File: config.mk
export PLATFORM = sky130hd
export DESIGN_NAME = mult_share_arb_flat
export DESIGN_NICKNAME = d
export VERILOG_FILES = /design/src/rtl/mult_share_arb_if.sv /design/src/rtl/mult_share_arb.sv /design/src/flat_wrapper.sv
export SDC_FILE = /design/constraint.sdc
export NUM_CORES = 1
export LEC_CHECK = 0
export CORE_MARGIN = 5
export CORE_UTILIZATION = 35
export DETAILED_ROUTE_END_ITERATION = 8
export PLACE_DENSITY = 0.84
export SKIP_LAST_GASP = 1
export SLEW_MARGIN = 25
export SYNTH_ARGS = -nofsm -noshare
export SYNTH_HDL_FRONTEND = slang
export SYNTH_SLANG_ARGS = --single-unit
File: constraint.sdc
create_clock -name clk -period 3 [get_ports clk]
set_input_delay 0.9 -clock clk [delete_from_list [all_inputs] [get_ports clk]]
set_output_delay 0.9 -clock clk [all_outputs]
set_load 0.02 [all_outputs]
File: src/rtl/mult_share_arb_if.sv
// Operand, multiplier-core and response signals between requesters, core and mult_share_arb.
// slave is the arbiter side; master is the requester/core side.
interface mult_share_arb_if #(
   parameter int WL   = 9,
   parameter int NREQ = 4
);
   logic [NREQ-1:0]    req_valid;
   logic [NREQ*WL-1:0] req_a;
   logic [NREQ*WL-1:0] req_b;
   logic [NREQ-1:0]    req_ready;
   logic [WL-1:0]      mult_a;
   logic [WL-1:0]      mult_b;
   logic [2*WL-1:0]    mult_p;
   logic [NREQ-1:0]    rsp_valid;
   logic [2*WL-1:0]    rsp_p;
   logic               idle;

   modport slave (
      input  req_valid, req_a, req_b, mult_p,
      output req_ready, mult_a, mult_b, rsp_valid, rsp_p, idle
   );

   modport master (
      output req_valid, req_a, req_b, mult_p,
      input  req_ready, mult_a, mult_b, rsp_valid, rsp_p, idle
   );
endinterface

File: src/rtl/mult_share_arb.sv
// Round-robin sharing of one WLxWL multiplier core among NREQ requesters, products routed back by tag.
// Latency: grant at t -> rsp_valid at t+1+LAT, or t+2+LAT with MULT_ARB_OUTREG_EN (registered outputs).
// Backpressure: one grant per cycle through req_ready; responses cannot be stalled and must be taken.
module mult_share_arb #(
   parameter int WL   = 9,
   parameter int NREQ = 4,
   parameter int LAT  = 1
) (
   input  logic            clk,
   input  logic            rst_n,
   mult_share_arb_if.slave bus
);
   localparam int IDW = (NREQ > 1) ? $clog2(NREQ) : 1;

   typedef struct packed {
      logic           vld;
      logic [IDW-1:0] id;
   } tag_t;

   logic [IDW-1:0]  ptr_q, ptr_d;
   logic [WL-1:0]   mult_a_q, mult_a_d;
   logic [WL-1:0]   mult_b_q, mult_b_d;
   tag_t [LAT:0]    tag_q, tag_d;
   logic            gnt_found;
   logic [IDW-1:0]  gnt_id;
   logic            xfer;
   logic            in_flight;
   logic [NREQ-1:0] last_dec;

   function automatic logic [IDW-1:0] wrap_idx(input logic [IDW-1:0] base, input int off);
      int s;
      s = int'(base) + off;
      if (s >= NREQ) s = s - NREQ;
      return IDW'(s);
   endfunction

   // First valid requester at or after ptr wins.
   always_comb begin
      gnt_found = 1'b0;
      gnt_id    = '0;
      for (int off = 0; off < NREQ; off++) begin
         if (!gnt_found && bus.req_valid[wrap_idx(ptr_q, off)]) begin
            gnt_found = 1'b1;
            gnt_id    = wrap_idx(ptr_q, off);
         end
      end
   end

   assign xfer = gnt_found & rst_n;

   always_comb begin
      bus.req_ready = '0;
      if (xfer) bus.req_ready[gnt_id] = 1'b1;
   end

   always_comb begin
      ptr_d    = ptr_q;
      mult_a_d = mult_a_q;
      mult_b_d = mult_b_q;
      if (xfer) begin
         ptr_d    = wrap_idx(gnt_id, 1);
         mult_a_d = bus.req_a[gnt_id*WL +: WL];
         mult_b_d = bus.req_b[gnt_id*WL +: WL];
      end
      tag_d[0].vld = xfer;
      tag_d[0].id  = gnt_id;
      for (int i = 1; i <= LAT; i++) tag_d[i] = tag_q[i-1];
   end

   always_ff @(posedge clk or negedge rst_n) begin
      if (!rst_n) begin
         ptr_q    <= '0;
         mult_a_q <= '0;
         mult_b_q <= '0;
         tag_q    <= '0;
      end else begin
         ptr_q    <= ptr_d;
         mult_a_q <= mult_a_d;
         mult_b_q <= mult_b_d;
         tag_q    <= tag_d;
      end
   end

   // The last tag stage lines up with the core output.
   always_comb begin
      in_flight = 1'b0;
      for (int i = 0; i <= LAT; i++) in_flight = in_flight | tag_q[i].vld;
      last_dec = '0;
      if (tag_q[LAT].vld) last_dec[tag_q[LAT].id] = 1'b1;
   end

   assign bus.mult_a = mult_a_q;
   assign bus.mult_b = mult_b_q;

`ifdef MULT_ARB_OUTREG_EN
   logic [NREQ-1:0] rsp_vld_q, rsp_vld_d;
   logic [2*WL-1:0] rsp_p_q, rsp_p_d;

   always_comb begin
      rsp_vld_d = last_dec;
      rsp_p_d   = tag_q[LAT].vld ? bus.mult_p : rsp_p_q;
   end

   always_ff @(posedge clk or negedge rst_n) begin
      if (!rst_n) begin
         rsp_vld_q <= '0;
         rsp_p_q   <= '0;
      end else begin
         rsp_vld_q <= rsp_vld_d;
         rsp_p_q   <= rsp_p_d;
      end
   end

   assign bus.rsp_valid = rsp_vld_q;
   assign bus.rsp_p     = rsp_p_q;
   assign bus.idle      = ~in_flight & ~(|rsp_vld_q);
`else
   assign bus.rsp_valid = last_dec;
   assign bus.rsp_p     = rst_n ? bus.mult_p : '0;
   assign bus.idle      = ~in_flight;
`endif
endmodule
File: src/flat_wrapper.sv
// flat-port wrapper written by rule: the top's interface ports become plain ports
module mult_share_arb_flat 
#(
   parameter int WL   = 9,
   parameter int NREQ = 4,
   parameter int LAT  = 1
)
  (clk, rst_n, bus_req_valid, bus_req_a, bus_req_b, bus_mult_p, bus_req_ready, bus_mult_a, bus_mult_b, bus_rsp_valid, bus_rsp_p, bus_idle);
  mult_share_arb_if #(.WL(WL), .NREQ(NREQ)) bus_i ();
  input  logic clk;
  input  logic rst_n;
  input wire logic [$bits(bus_i.req_valid)-1:0] bus_req_valid;
  input wire logic [$bits(bus_i.req_a)-1:0] bus_req_a;
  input wire logic [$bits(bus_i.req_b)-1:0] bus_req_b;
  input wire logic [$bits(bus_i.mult_p)-1:0] bus_mult_p;
  output wire logic [$bits(bus_i.req_ready)-1:0] bus_req_ready;
  output wire logic [$bits(bus_i.mult_a)-1:0] bus_mult_a;
  output wire logic [$bits(bus_i.mult_b)-1:0] bus_mult_b;
  output wire logic [$bits(bus_i.rsp_valid)-1:0] bus_rsp_valid;
  output wire logic [$bits(bus_i.rsp_p)-1:0] bus_rsp_p;
  output wire logic [$bits(bus_i.idle)-1:0] bus_idle;
  assign bus_i.req_valid = bus_req_valid;
  assign bus_i.req_a = bus_req_a;
  assign bus_i.req_b = bus_req_b;
  assign bus_i.mult_p = bus_mult_p;
  assign bus_req_ready = bus_i.req_ready;
  assign bus_mult_a = bus_i.mult_a;
  assign bus_mult_b = bus_i.mult_b;
  assign bus_rsp_valid = bus_i.rsp_valid;
  assign bus_rsp_p = bus_i.rsp_p;
  assign bus_idle = bus_i.idle;
  mult_share_arb #(.WL(WL), .NREQ(NREQ), .LAT(LAT)) u_core (.clk(clk), .rst_n(rst_n), .bus(bus_i));
endmodule
==> metrics.yaml <==
detailed_routing:
  antenna_left: 0
  route.detailed.drc: 0
  m1WireLength_mm: 2.74
  vias: 2310
  wl_met3_um: 408
  drt_iter0_drc: 97
  vias_per_cell: 5.40
  wl_per_cell_um: 17.5
  wl_met2_mm: 4.18
  wirelength_mm: 7.50
  first_pass_iters: 4
  highest_layer: "met4"
logic_synthesis:
  ys_seq_area_frac: 0.332
  ys_warn_count: 0
  avgSynthCellArea_um2: 9.07
  synth_cell_types: 35
  synth_nets: 312
  netlist_area_mm2: 0.00196
  postSynthCellCount: 216
  ys_ff_latch: 26
worst_setup_path:
  critical-path-top-delay-family: "buffers and inverters"
  crit_type: "input port to output pin"
  worstPathCellList: "clkdlybuf4s50_1 -> and2_1 -> clkdlybuf4s50_1"
  cp_common_cell: "clkdlybuf4s50_1"
  r2r_end: "u_core.bus.mult_a[2]"
  crit_buf_inv: 2
  cp-end-kind: "output pin"
  cp-start-kind: "input port"
  max_stage_delay_ns: 0.60
  r2r_start: "u_core.ptr_q[1]"
  cp_slowest_cell: "clkdlybuf4s50_1"
  reg2reg_depth: 6
  r2r_setup_slack_ns: 0.96
  critPathArrivalTime_ns: 2.11
  cp_max_fo: 1
  cp.required_ns: 2.10
min_path:
  hold_class: "flip-flop to flip-flop"
  hold_end: "u_core.tag_q[4]"
  min_from: "u_core.tag_d[4]"
  holdPathStages: 0
die:
  die-area_mm2: 0.00719
  die_w_um: 84.8
  core_region_area_mm2: 0.00547
  pin_count: 141
  start_util: 0.358
  die_h_um: 84.8
  rows: 27
power:
  p_total_mw: 1.72
  p_leak_nw: 1.60
  irDropWorstVdd_mv: 0.286
  powerDensity_mw_per_mm2: 485
final_layout:
  n_antenna_cell: 0
  areaGrowthSynthToFinish_pct: 80.7
  drive_gt1_frac: 0.143
  final_cell_count_no_fill: 428
  post-route-util: 0.647
  num-nets-final: 453
  multi_input_area_mm2: 0.00119
  regArea_um2: 651
  fillers: 483
grt:
  antenna_found_initial: 0
  grt-ovfl-total: 0
  grt_start_max_net_pins: 40
  grt_first_pass_wirelength_mm: 11.6
  gr-usage-all-layers: 0.201
  first_global_vias: 2322
cts:
  clk_pin_slew_ns: 0.09
  cts_hold_buffers: 0
  root_buffer: "clkbuf_8"
  cts.sinks: 26
  htree_levels: 1
  clk_latency_ns: 0.27
  ctsLongestPathBuffers: 2
  numCtsBuffers: 3
  cts_tree: "done"
flow_run:
  maxCapViolCount: 0
placement:
  gp_congestion: 0.880
  port_buffers: 140
  pre_cts_slack_ns: -0.914
  dp_hpwl_mm: 5.90
  dp_cells: 423
sta:
  fin_crit_ns: 3.01
  fin_tns_setup_ns: -0.00607
  fin_skew_ns: 0.00258
  fmax_ghz: 0.333
  slew_headroom: 0.342
  setup_violations: 1
  fin_crit_sh: 1.00
  slew_viol_final: 0
  worstMarginPinSlew_ns: 0.986
  finalHoldViolCount: 0
  layout_setup_ws_ns: -0.00607
status:
  status: "complete, but fails checks"
  violations: "setup timing"
worst reg2reg max path: cells and delay by family, from the launching register on:
family | cells | cell delay [ns]
compound gates | 3 | 0.61
buf+inv | 2 | 0.52
flops | 1 | 0.49
mux | 1 | 0.30
cell usage in the layout (no fill, tap or decap), types with 2 or more instances in the layout:
cell,instances
a221oi_2,10
and3_1,19
nor2_1,24
a21oi_1,2
mux2i_1,18
clkdlybuf4s50_1,120
inv_1,2
dlygate4sd2_1,5
dfrtp_1,26
clkbuf_8,4
a221oi_1,9
dlymetal6s2s_1,7
nand2_1,2
inv_2,2
buf_2,4
nor2b_1,4
buf_4,20
a21o_1,2
o22ai_1,36
and2_1,18
flip-flops by register name (all words and copies together) (netlist names):
name,flops
u_core.tag_q,3
u_core.bus.mult_b,9
u_core.ptr_q,2
u_core.bus.mult_a,9
u_core.tag_d,3
where the power goes:
group,internal (mW),total [mW],switching (mW)
Sequential,0.440,0.523,0.0835
Clock,0.118,0.231,0.114
Combinational,0.494,0.963,0.469
synth_stat cells, drive strengths merged:
master | count | area, um^2
nor3 | 2 | 10.0
nand2b | 1 | 6.26
and3b | 1 | 8.76
o22ai | 36 | 225
nor3b | 1 | 7.51
dfrtp | 26 | 651
buf | 10 | 76.3
o221ai | 1 | 8.76
mux2i | 18 | 180
nand3 | 1 | 5.00
o21ai | 1 | 5.00
o21a | 1 | 7.51
a21bo | 1 | 10.0
and2 | 18 | 113
a21oi | 2 | 10.0
nor2 | 25 | 93.8
a21boi | 1 | 7.51
clkbuf | 13 | 48.8
o21ba | 1 | 10.0
a21o | 2 | 15.0
o221a | 1 | 11.3
o211ai | 1 | 7.51
o41ai | 1 | 16.3
and3 | 19 | 119
nand2 | 2 | 7.51
o21bai | 1 | 11.3
xor2 | 1 | 8.76
or3b | 1 | 8.76
nor2b | 4 | 25.0
a221oi | 19 | 229
inv | 4 | 15.0
cell families (layout without fill, tap and decap cells):
| logic type | Yosys count | in the layout | synth area share |
|---|---|---|---|
| AOI/OAI and AO/OA | 69 | 69 | 0.293 |
| xor gates and xnor gates | 1 | 1 | 0.00447 |
| buffers and inverters | 27 | 167 | 0.0716 |
| DFF | 26 | 26 | 0.332 |
| muxes | 18 | 18 | 0.0920 |
| and+or+nand+nor | 75 | 75 | 0.206 |
per-layer routing:
layer,vias to the layer above,global-route usage
met4,0,0.0647
met1,1104,0.228
met5,-,0
li1,1104,-
met3,12,0.0324
met2,90,0.380
area by class of cell:
type	instances	area share
timing repair buffer	159	0.433
multi-input combinational	163	0.338
inverter	4	0.00424
tap	72	0.0255
sequential	26	0.184
clock buffer	4	0.0156
per-stage QoR:
step,cell area (um^2),hold WS [ns]
2_1_floorplan,1960,0.331
5_1_grt,3540,0.365
3_5_place_dp,3470,0.335
3_3_place_gp,3470,0.333
6_report,3540,0.355
4_1_cts,3520,0.357
worst max-delay path by stage:
| stage | start | endpoint | slack (ns) | cells past startpoint |
|---|---|---|---|---|
| 3_5_place_dp | bus_req_valid[0] | bus_req_ready[2] | -0.91 | 6 |
| 2_1_floorplan | bus_req_valid[2] | bus_req_ready[2] | 0.003 | 5 |
| 4_1_cts | bus_req_valid[2] | bus_req_ready[2] | -0.01 | 6 |
| 3_3_place_gp | bus_req_valid[0] | bus_req_ready[2] | -0.89 | 6 |
| 6_report | bus_mult_p[0] | bus_rsp_p[0] | -0.006 | 3 |
| 5_1_grt | bus_mult_p[0] | bus_rsp_p[0] | -0.04 | 3 |
what timing repair did:
| item | CTS | global route |
|---|---|---|
| pin swaps | 1 | 1 |
| buffers inserted | 1 | 0 |
| gates resized for setup | 38 | 10 |
| endpoints found under the setup margin | 8 | 9 |
No activity file was read; power rests on OpenSTA's default activity.
